--- src/rtl/fetch_prefetch_queue.sv ---
// Instruction-fetch front end: owns the fetch PC, issues one-cycle-latency word reads, buffers returns in a FIFO.
// Optional decode-starvation counter enabled by defining FETCH_PERF_COUNT_EN.
module fetch_prefetch_queue #(
    parameter int unsigned DEPTH    = 4,
    parameter logic [31:0] RESET_PC = 32'h0000_0000
) (
    input  logic        Clock,
    input  logic        Reset_n,
    output logic        Imem_Req,
    output logic [31:0] Imem_Addr,
    input  logic [31:0] Imem_Data,
    input  logic        Redirect,
    input  logic [31:0] Redirect_PC,
    input  logic        Stall,
    output logic        Instr_Valid,
    output logic [31:0] Instruction,
    output logic [31:0] PCPlusFour,
    output logic [31:0] Fetch_PC,
    output logic [31:0] Bubble_Count
);

    localparam int unsigned PTR_W = $clog2(DEPTH);
    localparam int unsigned CNT_W = PTR_W + 1;
    localparam int unsigned OCC_W = CNT_W + 1;

    logic [31:0]      pc_q, pc_d;
    logic [CNT_W-1:0] count_q, count_d;
    logic [PTR_W-1:0] wr_ptr_q, wr_ptr_d;
    logic [PTR_W-1:0] rd_ptr_q, rd_ptr_d;
    logic             inflight_q, inflight_d;
    logic [31:0]      infl_addr_q, infl_addr_d;
    logic [31:0]      data_mem_q [DEPTH];
    logic [31:0]      data_mem_d [DEPTH];
    logic [31:0]      addr_mem_q [DEPTH];
    logic [31:0]      addr_mem_d [DEPTH];

    logic             instr_valid;
    logic             pop;
    logic             push;
    logic             issue;
    logic [OCC_W-1:0] occupancy;
    logic [OCC_W-1:0] credit_limit;

    always_comb begin
        instr_valid  = (count_q != '0);
        pop          = instr_valid && !Stall;
        occupancy    = OCC_W'(count_q) + OCC_W'(inflight_q);
        // A same-cycle pop frees a slot, so a full queue can issue while draining.
        credit_limit = OCC_W'(DEPTH) + OCC_W'(pop);
        issue        = Reset_n && !Redirect && (occupancy < credit_limit);
        // The response landing during a redirect cycle is the killed one; it is never written.
        push         = inflight_q && !Redirect;

        pc_d        = pc_q;
        count_d     = count_q;
        wr_ptr_d    = wr_ptr_q;
        rd_ptr_d    = rd_ptr_q;
        inflight_d  = 1'b0;
        infl_addr_d = infl_addr_q;
        data_mem_d  = data_mem_q;
        addr_mem_d  = addr_mem_q;

        if (Redirect) begin
            pc_d     = Redirect_PC & ~32'h3;
            count_d  = '0;
            wr_ptr_d = '0;
            rd_ptr_d = '0;
        end else begin
            if (issue) begin
                pc_d        = pc_q + 32'd4;
                infl_addr_d = pc_q;
                inflight_d  = 1'b1;
            end
            if (push) begin
                data_mem_d[wr_ptr_q] = Imem_Data;
                addr_mem_d[wr_ptr_q] = infl_addr_q;
                wr_ptr_d             = wr_ptr_q + 1'b1;
            end
            if (pop) begin
                rd_ptr_d = rd_ptr_q + 1'b1;
            end
            count_d = count_q + CNT_W'(push) - CNT_W'(pop);
        end
    end

    always_ff @(posedge Clock or negedge Reset_n) begin
        if (!Reset_n) begin
            pc_q        <= RESET_PC;
            count_q     <= '0;
            wr_ptr_q    <= '0;
            rd_ptr_q    <= '0;
            inflight_q  <= 1'b0;
            infl_addr_q <= '0;
        end else begin
            pc_q        <= pc_d;
            count_q     <= count_d;
            wr_ptr_q    <= wr_ptr_d;
            rd_ptr_q    <= rd_ptr_d;
            inflight_q  <= inflight_d;
            infl_addr_q <= infl_addr_d;
        end
    end

    always_ff @(posedge Clock) begin
        data_mem_q <= data_mem_d;
        addr_mem_q <= addr_mem_d;
    end

    assign Imem_Req    = issue;
    assign Imem_Addr   = pc_q;
    assign Instr_Valid = instr_valid;
    assign Instruction = instr_valid ? data_mem_q[rd_ptr_q] : '0;
    assign Fetch_PC    = instr_valid ? addr_mem_q[rd_ptr_q] : '0;
    assign PCPlusFour  = instr_valid ? (addr_mem_q[rd_ptr_q] + 32'd4) : '0;

`ifdef FETCH_PERF_COUNT_EN
    logic [31:0] bubble_q, bubble_d;

    always_comb begin
        bubble_d = bubble_q;
        if (!instr_valid && (bubble_q != '1)) begin
            bubble_d = bubble_q + 32'd1;
        end
    end

    always_ff @(posedge Clock or negedge Reset_n) begin
        if (!Reset_n) begin
            bubble_q <= '0;
        end else begin
            bubble_q <= bubble_d;
        end
    end

    assign Bubble_Count = bubble_q;
`else
    assign Bubble_Count = '0;
`endif

    count_bound_a : assert property (@(posedge Clock) disable iff (!Reset_n) count_q <= CNT_W'(DEPTH));

endmodule

--- config.mk ---
export PLATFORM = sky130hd
export DESIGN_NAME = fetch_prefetch_queue
export DESIGN_NICKNAME = d
export VERILOG_FILES = /design/src/rtl/fetch_prefetch_queue.sv
export SDC_FILE = /design/constraint.sdc
export NUM_CORES = 1
export LEC_CHECK = 0
export CORE_MARGIN = 2
export CORE_UTILIZATION = 51
export CTS_CLUSTER_DIAMETER = 80
export DETAILED_ROUTE_END_ITERATION = 10
export PLACE_DENSITY_LB_ADDON = 0.2
export SLEW_MARGIN = 10
export SYNTH_ARGS = -nofsm -noshare
export SYNTH_HDL_FRONTEND = slang
export SYNTH_SLANG_ARGS = --single-unit
--- constraint.sdc ---
create_clock -name Clock -period 3.5 [get_ports Clock]
set_input_delay 0.7 -clock Clock [delete_from_list [all_inputs] [get_ports Clock]]
set_output_delay 0.7 -clock Clock [all_outputs]
set_load 0.1 [all_outputs]
==> summary.md <==
| Metric | Value |
|---|---|
| # IOs | `between 200 and 250` |
| Die height | `between 150 and 200 um` |
| Area growth from synthesis to layout | `34.3%` |
| Final #Nets | `1,256` |
| GRT overflow | `0` |
| Flop-to-flop setup slack | `0.80 ns` |
| Multiplexer share of the synthesized area | `11.2%` |
| Outcome | `complete, but fails checks` |
| Mean post-synth cell area | `14.8 um^2` |
| Pre-antenna DRT Iters | `5` |
| Hold crit path type | `in -> async` |
| Initial DRC count | `643` |
| Clock buffer count from CTS | `34` |
| Core Region | `26,800 um^2` |
| Crit-path max cell delay | `0.65 ns` |
| R2r endpoint | `Imem_Addr[25]$_DFFE_PN0P_` |
| Yosys warning total | `0` |
| Main combinational cell family by area after synthesis | `simple AND/OR/NAND/NOR gates` |
| Max Cap Viol | `0` |
| RSZ-0062 raised after global routing | `true` |
| Die area | `28,500 um^2` |
| Via count | `8,686` |
| CTS Sinks | `316` |
| Fmax | `around 260 MHz` |
| Number of global-route vias before repair | `about 8,700` |
| Critical R2R Launch | `count_q[0]$_DFF_PN0_` |
| Top cell type's share of synthesized area | `53.7%` |
| CP Data Arrival Time | `3.08 ns` |
| Synth area leader | `edfxtp_1` |
| Clk slew on worst S/H paths | `0.06 ns` |
| DRT antenna net count | `0` |
| XOR/XNOR share of the synthesized area | `1.14%` |
| GRT Total Usage | `22.3%` |
| Post-synthesis adder-cell area fraction | `1.05%` |
| Count of final setup violators | `18` |
| Most used DFF post-synth | `edfxtp_1` |
| Worst-path fanout max | `10` |
| CP Capture Point | `PCPlusFour[13]` |
| Dpl hpwl | `20,000 um` |
| Worst Reg-to-Reg Cells | `7` |
| WL per Instance | `20.5 um` |
| Synth area leaders | `edfxtp_1, dfrtp_1, mux4_2, and2_1, nand2_1` |
| Via density per instance | `~5.6` |
| CTS tree | `yes` |
| Post-synthesis cell area | `13,900 um^2` |
| Final Slew Violations | `0` |
| Period minus WS final | `3.78 ns` |
| GP Congestion | `0.858` |
| Hold Slack | `0.488 ns` |
| CP max stage cell | `or4_4` |
| Crit path kind | `reg -> out` |
| CTS Buffer Depth | `3` |
| Synth Area in Compound Gates | `4.25%` |
| Synth async-reset ratio | `a little over a fifth` |
| Stages on the worst setup path | `7` |
| N_diodes | `0` |
| Simple-gate share of the synthesized area | `roughly 12%` |
| Antenna violations before repair | `0` |
| Netlist cell types | `55` |
| Layout cells sized above 1 | `29.0%` |
| Initial core utilization | `51.8%` |
| Final worst path period share | `108%` |
| Worst skew pair latency | `0.51 ns` |
| Buffers & Inverters on Critical Path | `2` |
| Tightest Pin Transition | `0.976 ns` |
| Largest net degree at the start of global routing | `69` |
| Die Width | `approximately 170 um` |
| Synth Register Bits | `316` |
| Rel. slew slack | `between 30% and 40%` |
| Rows | `60` |
| Min setup slack post-route | `-0.280 ns` |
| Sequential-to-total area share from yosys stat | `65.9%` |
| Total Wirelength | `31,600 um` |
| Number of synthesized flops with an enable pin | `248` |
| CP endpoint kind | `output pin` |
| Root buffer cell | `clkbuf_16` |
| First-pass GRT wire length | `roughly 49,000 um` |
| Critical path required time | `2.80 ns` |
| Final hold viol count | `0` |
| Cells along the critical path | `buf_12 -> mux4_2 -> nand3_4 -> or4_4 -> or3_1 -> a21oi_2 -> buf_12` |
| Drt drc | `0` |
| Synth cell count leaders | `edfxtp_1, nand2_1, dfrtp_1` |
| Count leader, synth | `edfxtp_1` |
| Startpoint Class | `register` |
| CTS HTree Levels | `2` |
| Most frequent cell on the critical path | `buf_12` |
| Critical path's top delay family | `simple AND/OR/NAND/NOR gates` |
| Worst setup path startpoint | `rd_ptr_q[0]$_DFFE_PN0P_` |
| Clk_skew | `0.0143 ns` |
| Failing checks | `setup timing` |
| PortBufs | `189` |
| Post-Syn Instances | `937` |
==> worst reg2reg max path, delay by kind of cell, from the launching register on <==
kind | cells | cell delay [ns]
compound gates | 1 | 0.61
fa+ha+maj | 2 | 0.54
buf+inv | 1 | 0.28
flops | 1 | 0.44
simple gates | 3 | 0.76
==> worst min-delay path by stage <==
stage | to
finish | Imem_Addr[4]$_DFFE_PN0P_
global route | addr_mem_q[30]$_DFFE_PP_
CTS | infl_addr_q[10]$_DFFE_PN0P_
detailed placement | addr_mem_q[4]$_DFFE_PP_
global placement | addr_mem_q[16]$_DFFE_PP_
floorplan | Imem_Addr[10]$_DFFE_PN0P_
==> final cells by class <==
class                           instances  area (um^2)
Clock buffer                           43          916
Clock inverter                         18          248
Fill cell                            1746         8160
Inverter                               21         78.8
Multi-Input combinational cell        557         4540
Sequential cell                       316         9150
Tap cell                              341          427
Timing Repair Buffer                  247         3270
==> through the flow <==
step / util (%) / TNS (ns) / instances / worst slack (ns) / area (um^2)
after floorplan: - / -0.0829 / 974 / -0.0829 / 14100
after global routing: 69.5 / -5.22 / 1543 / -0.347 / 18600
after CTS: 69.0 / -3.49 / 1537 / -0.289 / 18500
final: 69.5 / -3.60 / 1543 / -0.280 / 18600
after detailed placement: 63.7 / 0 / 1462 / 0.0159 / 17100
after global placement: 63.7 / 0 / 1462 / 0.0688 / 17100
==> sequential cells by signal, indices dropped and copies added, names as in the netlist <==
name and count:
wr_ptr_q 2, count_q 3, infl_addr_q 30, Imem_Addr 30
data_mem_q 128, inflight_q 1, rd_ptr_q 2, addr_mem_q 120
==> kinds of logic after synthesis <==
kind of cell / count (synthesis)
flip-flops: 316
XOR/XNOR: 18
AND/OR/NAND/NOR: 329
multiplexers: 76
adder cells (fa/ha/maj): 11
other: 1
buffers and inverters: 101
AO/OA/AOI/OAI: 85
==> routing by layer <==
layer	routed length [um]	up-vias	global-route usage [%]	share of wire [%]
li1	-	3955	-	-
met2	15200	328	36.4	48
met4	549	0	5.36	1.7
met5	0	-	0	0
met3	2070	44	3.58	6.6
met1	13700	4359	31.8	43
==> placed cells by master, fill, tap and decap left out, types with 35 or more instances in the layout <==
cell,count
buf_4,72
and2_1,61
conb_1,38
buf_12,97
dfrtp_1,66
edfxtp_1,248
clkdlybuf4s50_1,69
nand2_1,109
clkbuf_16,35
mux4_2,61
==> timing repair <==
action | CTS | global route
hold buffers | 0 | 0
pin swaps | 9 | 5
resized for setup | 40 | 18
setup endpoints to repair | 38 | 22
buffers inserted | 15 | 6
Power is not shown: default switching activity piles up to over one toggle a cycle in this logic, so the estimate is an artifact.
